**src/rtl/eth_header_parser.sv**
```systemverilog
// Ethernet II receive-side header parser: captures MACs, ethertype and an optional 802.1Q tag,
// classifies the frame and forwards payload bytes one clock after they arrive.
module eth_header_parser #(
    parameter logic [47:0] MY_MAC  = 48'h02_00_00_00_00_01,
    parameter bit          VLAN_EN = 1'b1,
    parameter bit          PROMISC = 1'b0
) (
    input  logic        clock,
    input  logic        reset,
    input  logic [7:0]  datain,
    input  logic        data_en,
    output logic [47:0] BOARD_MAC,
    output logic [47:0] PC_MAC,
    output logic [15:0] ethertype,
    output logic [11:0] vlan_id,
    output logic        has_vlan,
    output logic        isIp,
    output logic        isARP,
    output logic        isNotAValidPacket,
    output logic        hdr_done,
    output logic        err_short,
    output logic [7:0]  payload,
    output logic        payload_en
);

    typedef enum logic [2:0] {WAIT, IDLE, MAC, TYPE, VLAN, PAYLOAD, DROP} state_t;

    localparam logic [15:0] ET_IPV4 = 16'h0800;
    localparam logic [15:0] ET_ARP  = 16'h0806;
    localparam logic [15:0] ET_VLAN = 16'h8100;

    state_t      state, state_nxt;
    logic [4:0]  idx, idx_nxt;

    logic [15:0] last_type;
    logic        addr_ok, type_ip, type_arp, frame_ok, tag_seen;
    logic        start_frame, mac_ld, type_ld, vlan_ld, hdr_fin, err_pulse, fwd;

    // The high type byte is already registered when the low one is on datain.
    assign last_type = {ethertype[15:8], datain};
    assign addr_ok   = PROMISC || (BOARD_MAC == MY_MAC) || (BOARD_MAC == 48'hFFFF_FFFF_FFFF);
    assign type_ip   = addr_ok && (last_type == ET_IPV4);
    assign type_arp  = addr_ok && (last_type == ET_ARP);
    assign frame_ok  = type_ip || type_arp;
    assign tag_seen  = VLAN_EN && (state == TYPE) && (last_type == ET_VLAN);

    always_ff @(posedge clock or posedge reset) begin
        if (reset) begin
            state <= WAIT;
            idx   <= 5'd0;
        end else begin
            state <= state_nxt;
            idx   <= idx_nxt;
        end
    end

    always_comb begin
        state_nxt = state;
        idx_nxt   = idx;
        case (state)
            WAIT: begin
                if (!data_en) state_nxt = IDLE;
            end
            IDLE: begin
                if (data_en) begin
                    state_nxt = MAC;
                    idx_nxt   = 5'd1;
                end
            end
            MAC: begin
                if (idx == 5'd11) state_nxt = TYPE;
            end
            TYPE: begin
                if (idx == 5'd13) state_nxt = tag_seen ? VLAN : (frame_ok ? PAYLOAD : DROP);
            end
            VLAN: begin
                if (idx == 5'd17) state_nxt = frame_ok ? PAYLOAD : DROP;
            end
            default: ;
        endcase
        // A low data_en ends the frame from any active state; idx saturates at 31.
        if (state != WAIT && state != IDLE) begin
            if (!data_en) begin
                state_nxt = IDLE;
                idx_nxt   = 5'd0;
            end else if (idx != 5'd31) begin
                idx_nxt = idx + 5'd1;
            end
        end
    end

    always_comb begin
        start_frame = (state == IDLE) && data_en;
        mac_ld      = (state == MAC)  && data_en;
        type_ld     = (state == TYPE) && data_en;
        vlan_ld     = (state == VLAN) && data_en;
        hdr_fin     = data_en && (((state == TYPE) && (idx == 5'd13) && !tag_seen) ||
                                  ((state == VLAN) && (idx == 5'd17)));
        err_pulse   = !data_en && ((state == MAC) || (state == TYPE) || (state == VLAN));
        fwd         = (state == PAYLOAD) && data_en;
    end

    always_ff @(posedge clock or posedge reset) begin
        if (reset) begin
            BOARD_MAC         <= 48'h0;
            PC_MAC            <= 48'h0;
            ethertype         <= 16'h0;
            vlan_id           <= 12'h0;
            has_vlan          <= 1'b0;
            isIp              <= 1'b0;
            isARP             <= 1'b0;
            isNotAValidPacket <= 1'b0;
            hdr_done          <= 1'b0;
            err_short         <= 1'b0;
            payload           <= 8'h0;
            payload_en        <= 1'b0;
        end else begin
            hdr_done   <= 1'b0;
            err_short  <= err_pulse;
            payload_en <= fwd;
            if (fwd) payload <= datain;

            if (start_frame) begin
                BOARD_MAC[47:40]  <= datain;
                isIp              <= 1'b0;
                isARP             <= 1'b0;
                isNotAValidPacket <= 1'b0;
                has_vlan          <= 1'b0;
                vlan_id           <= 12'h0;
            end

            if (mac_ld) begin
                case (idx)
                    5'd1:  BOARD_MAC[39:32] <= datain;
                    5'd2:  BOARD_MAC[31:24] <= datain;
                    5'd3:  BOARD_MAC[23:16] <= datain;
                    5'd4:  BOARD_MAC[15:8]  <= datain;
                    5'd5:  BOARD_MAC[7:0]   <= datain;
                    5'd6:  PC_MAC[47:40]    <= datain;
                    5'd7:  PC_MAC[39:32]    <= datain;
                    5'd8:  PC_MAC[31:24]    <= datain;
                    5'd9:  PC_MAC[23:16]    <= datain;
                    5'd10: PC_MAC[15:8]     <= datain;
                    5'd11: PC_MAC[7:0]      <= datain;
                    default: ;
                endcase
            end

            if (type_ld) begin
                if (idx == 5'd12) ethertype[15:8] <= datain;
                if (idx == 5'd13) begin
                    ethertype[7:0] <= datain;
                    if (tag_seen) has_vlan <= 1'b1;
                end
            end

            // Inside the tag the TPID-visible ethertype is replaced by the inner type.
            if (vlan_ld) begin
                case (idx)
                    5'd14: vlan_id[11:8]   <= datain[3:0];
                    5'd15: vlan_id[7:0]    <= datain;
                    5'd16: ethertype[15:8] <= datain;
                    5'd17: ethertype[7:0]  <= datain;
                    default: ;
                endcase
            end

            if (hdr_fin) begin
                hdr_done          <= 1'b1;
                isIp              <= type_ip;
                isARP             <= type_arp;
                isNotAValidPacket <= !frame_ok;
            end
        end
    end

    a_flags_exclusive: assert property (@(posedge clock) disable iff (reset)
        $onehot0({isIp, isARP, isNotAValidPacket}));

endmodule

```
**config.mk**
```make
export PLATFORM = sky130hd
export DESIGN_NAME = eth_header_parser
export DESIGN_NICKNAME = d
export VERILOG_FILES = /design/src/rtl/eth_header_parser.sv
export SDC_FILE = /design/constraint.sdc
export NUM_CORES = 1
export LEC_CHECK = 0
export CORE_AREA = 4 4 124 126
export CTS_CLUSTER_SIZE = 28
export DETAILED_ROUTE_END_ITERATION = 8
export DIE_AREA = 0 0 128 130
export PLACE_DENSITY = 0.76
export REMOVE_ABC_BUFFERS = 1
export SYNTH_ARGS = -nofsm -noshare
export SYNTH_HDL_FRONTEND = slang
export SYNTH_SLANG_ARGS = --single-unit
```
**constraint.sdc**
```tcl
create_clock -name clock -period 7.2 [get_ports clock]
set_input_delay 1.44 -clock clock [delete_from_list [all_inputs] [get_ports clock]]
set_output_delay 1.44 -clock clock [all_outputs]
set_load 0.005 [all_outputs]
```
==> flow_metrics.tcl <==
set metrics [dict create \
    synth_ff_type "dfrtp_1" \
    die_height_um 130 \
    clockBufferDepth 2 \
    antenna_cells 0 \
    viasPerCell 5.50 \
    core_region_area_um2 14300 \
    maxSlewHeadroom_pct 17.1 \
    hp-class "flip-flop to flip-flop" \
    post-cts-setup-buffers 0 \
    die_area_um2 16600 \
    cts_resized 0 \
    port_buffers 149 \
    grt_setup_unrepaired "no" \
    async_flop_share_pct 100 \
    vdd_drop_max_mv 0.191 \
    gp_congestion 0.878 \
    clock.fmax_mhz 294 \
    yosysTopAreaCellShare_pct 59.8 \
    setup_viol 0 \
    grt-ovfl-total 0 \
    drtIter0Drc 346 \
    run_status "finished clean" \
    synth_warnings 0 \
    fin_area_um2 8440 \
    dp_hpwl_mm 12.0 \
    leakage_nw 3.82 \
    crit_fanout 32 \
    grt_pass1_wl_mm 27.2 \
    antenna_found_initial 0 \
    min_period_ns 3.40 \
    post-place-ws_ns 3.37 \
    cts-root-buf "clkbuf_16" \
    end_kind "flip-flop" \
    ys_top_cells_by_area "dfrtp_1 (60%), mux2_2 (18%), nand2_1 (3.7%), o21ai_0 (3.5%), nand4_1 (1.6%)" \
    num_rows 44 \
    crit_arrival_ns 3.68 \
    ys_ff_latch 147 \
    grt_pass1_vias 4893 \
    fin_setup_tns_ns 0 \
    clock_skew_ns 0.00709 \
    num_vias 4688 \
    cts.sink_count 147 \
    synth_common_cells "dfrtp_1 (147), mux2_2 (96), nand2_1 (60), o21ai_0 (43), clkbuf_1 (24)" \
    synth_edf_count 0 \
    ctsHoldBuffers 0 \
    cts_buffers 17 \
    critical-path-top-delay-family "simple AND/OR/NAND/NOR gates" \
    wirelength_mm 17.4 \
    grt_use_total_pct 21.5 \
    critPathLaunchType "input pin" \
    area_growth_pct 37.1 \
    worst_pin_slew_ns 1.24 \
    layout_setup_ws_ns 3.80 \
    h-tree-depth 4 \
    avgSynthCellArea_um2 12.2 \
    clkSlewWorstSetupHoldPaths_ns 0.07 \
    clk-insertion-delay-late_ns 0.42 \
    synth_area_um2 6150 \
    yosysSeqAreaShare_pct 59.8 \
    fin_util_pct 58.9 \
    drt-pass1-iter-count 5 \
    cts_tree "built" \
    maxCapViolations 0 \
    drv_slew 0 \
    cp.required_ns 7.48 \
    synth.most_common_cell "dfrtp_1" \
    postSynthCellCount 505 \
    p_per_area_nw_per_um2 271 \
    seqCellArea_um2 3680 \
    wire_per_inst_um 20.4 \
    path_cells "clkdlybuf4s50_1, nand3_1, and2_1, a2bb2oi_1" \
    crit_path_max_incr_delay_ns 0.85 \
    path_class "input pin to flip-flop" \
    period_share_pct 47.2 \
    yosysTopAreaCell "dfrtp_1" \
    antenna_left 0 \
    ys_types 40 \
    grt_max_degree 85 \
    finalHoldViolCount 0 \
    cp_slowest_cell "nand3_1" \
    die_w_um 128 \
    nNetsFinal 673 \
    placed_cell_area_um2 7840 \
    final_layout_size_suffix_gt1_share_pct 21.1 \
    start_util_pct 43.0 \
    drcViolationCount 0 \
    n_fill_cell 1183 \
    multi_input_comb_area_um2 2320 \
    ios 150 \
    crit_buf_inv 1 \
]
worst reg2reg max path: cells and delay by family (launching register included):
kind | cells | cell delay, ns
AOI/OAI and AO/OA | 2 | 1.17
buffers and inverters | 1 | 0.08
DFF | 1 | 0.42
adders and majority gates | 1 | 0.22
and+or+nand+nor | 3 | 0.52
final timing paths:
| check | startpoint | end | slack [ns] | depth (start not counted) |
|---|---|---|---|---|
| max | data_en | isNotAValidPacket$_DFFE_PP0P_ | 3.80 | 4 |
| min | ethertype[7]$_DFF_PP0_ | ethertype[7]$_DFF_PP0_ | 0.48 | 2 |
| min in group asynchronous | reset | ethertype[2]$_DFF_PP0_ | 1.47 | 2 |
| min reg2reg | ethertype[7]$_DFF_PP0_ | ethertype[7]$_DFF_PP0_ | 0.48 | 2 |
| max reg2reg | idx[1]$_DFF_PP0_ | isNotAValidPacket$_DFFE_PP0P_ | 4.65 | 7 |
| max in group asynchronous | reset | PC_MAC[25]$_DFFE_PP0P_ | 4.26 | 3 |
stage by stage:
step	power [mW]	cells	hold slack [ns]
after floorplan	1.15	481	0.473
after global placement	1.39	821	0.460
after detailed placement	1.41	821	0.469
after CTS	2.31	853	0.484
after global routing	2.38	853	0.501
final	2.29	853	0.478
final cells by class:
class                           instances  area share (%)
Multi-Input combinational cell        318            27.6
Inverter                               16           0.771
Timing Repair Buffer                  156            18.3
Clock inverter                         15            2.00
Sequential cell                       147            43.6
Tap cell                              184            2.73
Clock buffer                           17            5.04
routing by layer:
layer	track usage (%)	up-vias	routed length, um
li1	-	2106	-
met1	26.6	2359	7290
met2	33.8	192	8020
met3	8.72	31	1630
met4	8.49	0	448
met5	0	-	0
layout by cell type (no fill, tap or decap), types with 3 or more instances in the layout:
cell and n:
inv_1 15, a21oi_1 8, nor4_1 15, nor3b_1 4, nor2b_1 6, nor2_1 10
mux2_2 96, inv_6 8, ha_1 6, dfrtp_1 147, nand4b_1 5, nand3_1 12
nand2_1 60, buf_4 7, o21ai_0 42, nor3_1 5, clkinvlp_4 3, clkbuf_16 17
nand4_1 16, clkdlybuf4s50_1 149
registers in the layout (all words and copies together) (netlist names):
register,cells
payload_en,1
BOARD_MAC,48
payload,8
hdr_done,1
has_vlan,1
PC_MAC,48
err_short,1
ethertype,16
idx,5
isNotAValidPacket,1
isARP,1
isIp,1
state,3
vlan_id,12
report_power, final:
group | total, mW | internal, mW | switching, mW
combinational | 0.377 | 0.227 | 0.149
sequential | 1.02 | 0.913 | 0.107
clock | 0.892 | 0.520 | 0.372
total | 2.29 | 1.66 | 0.628
cell families (layout without fill, tap and decap cells):
family                   count (synthesis)  count (layout)  synth area share [%]
multiplexers                            97              97                  17.7
adder cells (fa/ha/maj)                  6               6                  1.22
XOR/XNOR                                 2               2                 0.285
flip-flops                             147             147                  59.8
AND/OR/NAND/NOR                        149             149                  12.7
AO/OA/AOI/OAI                           64              64                  5.86
buffers and inverters                   40             204                  2.44
(Power assumes the default switching activity.)
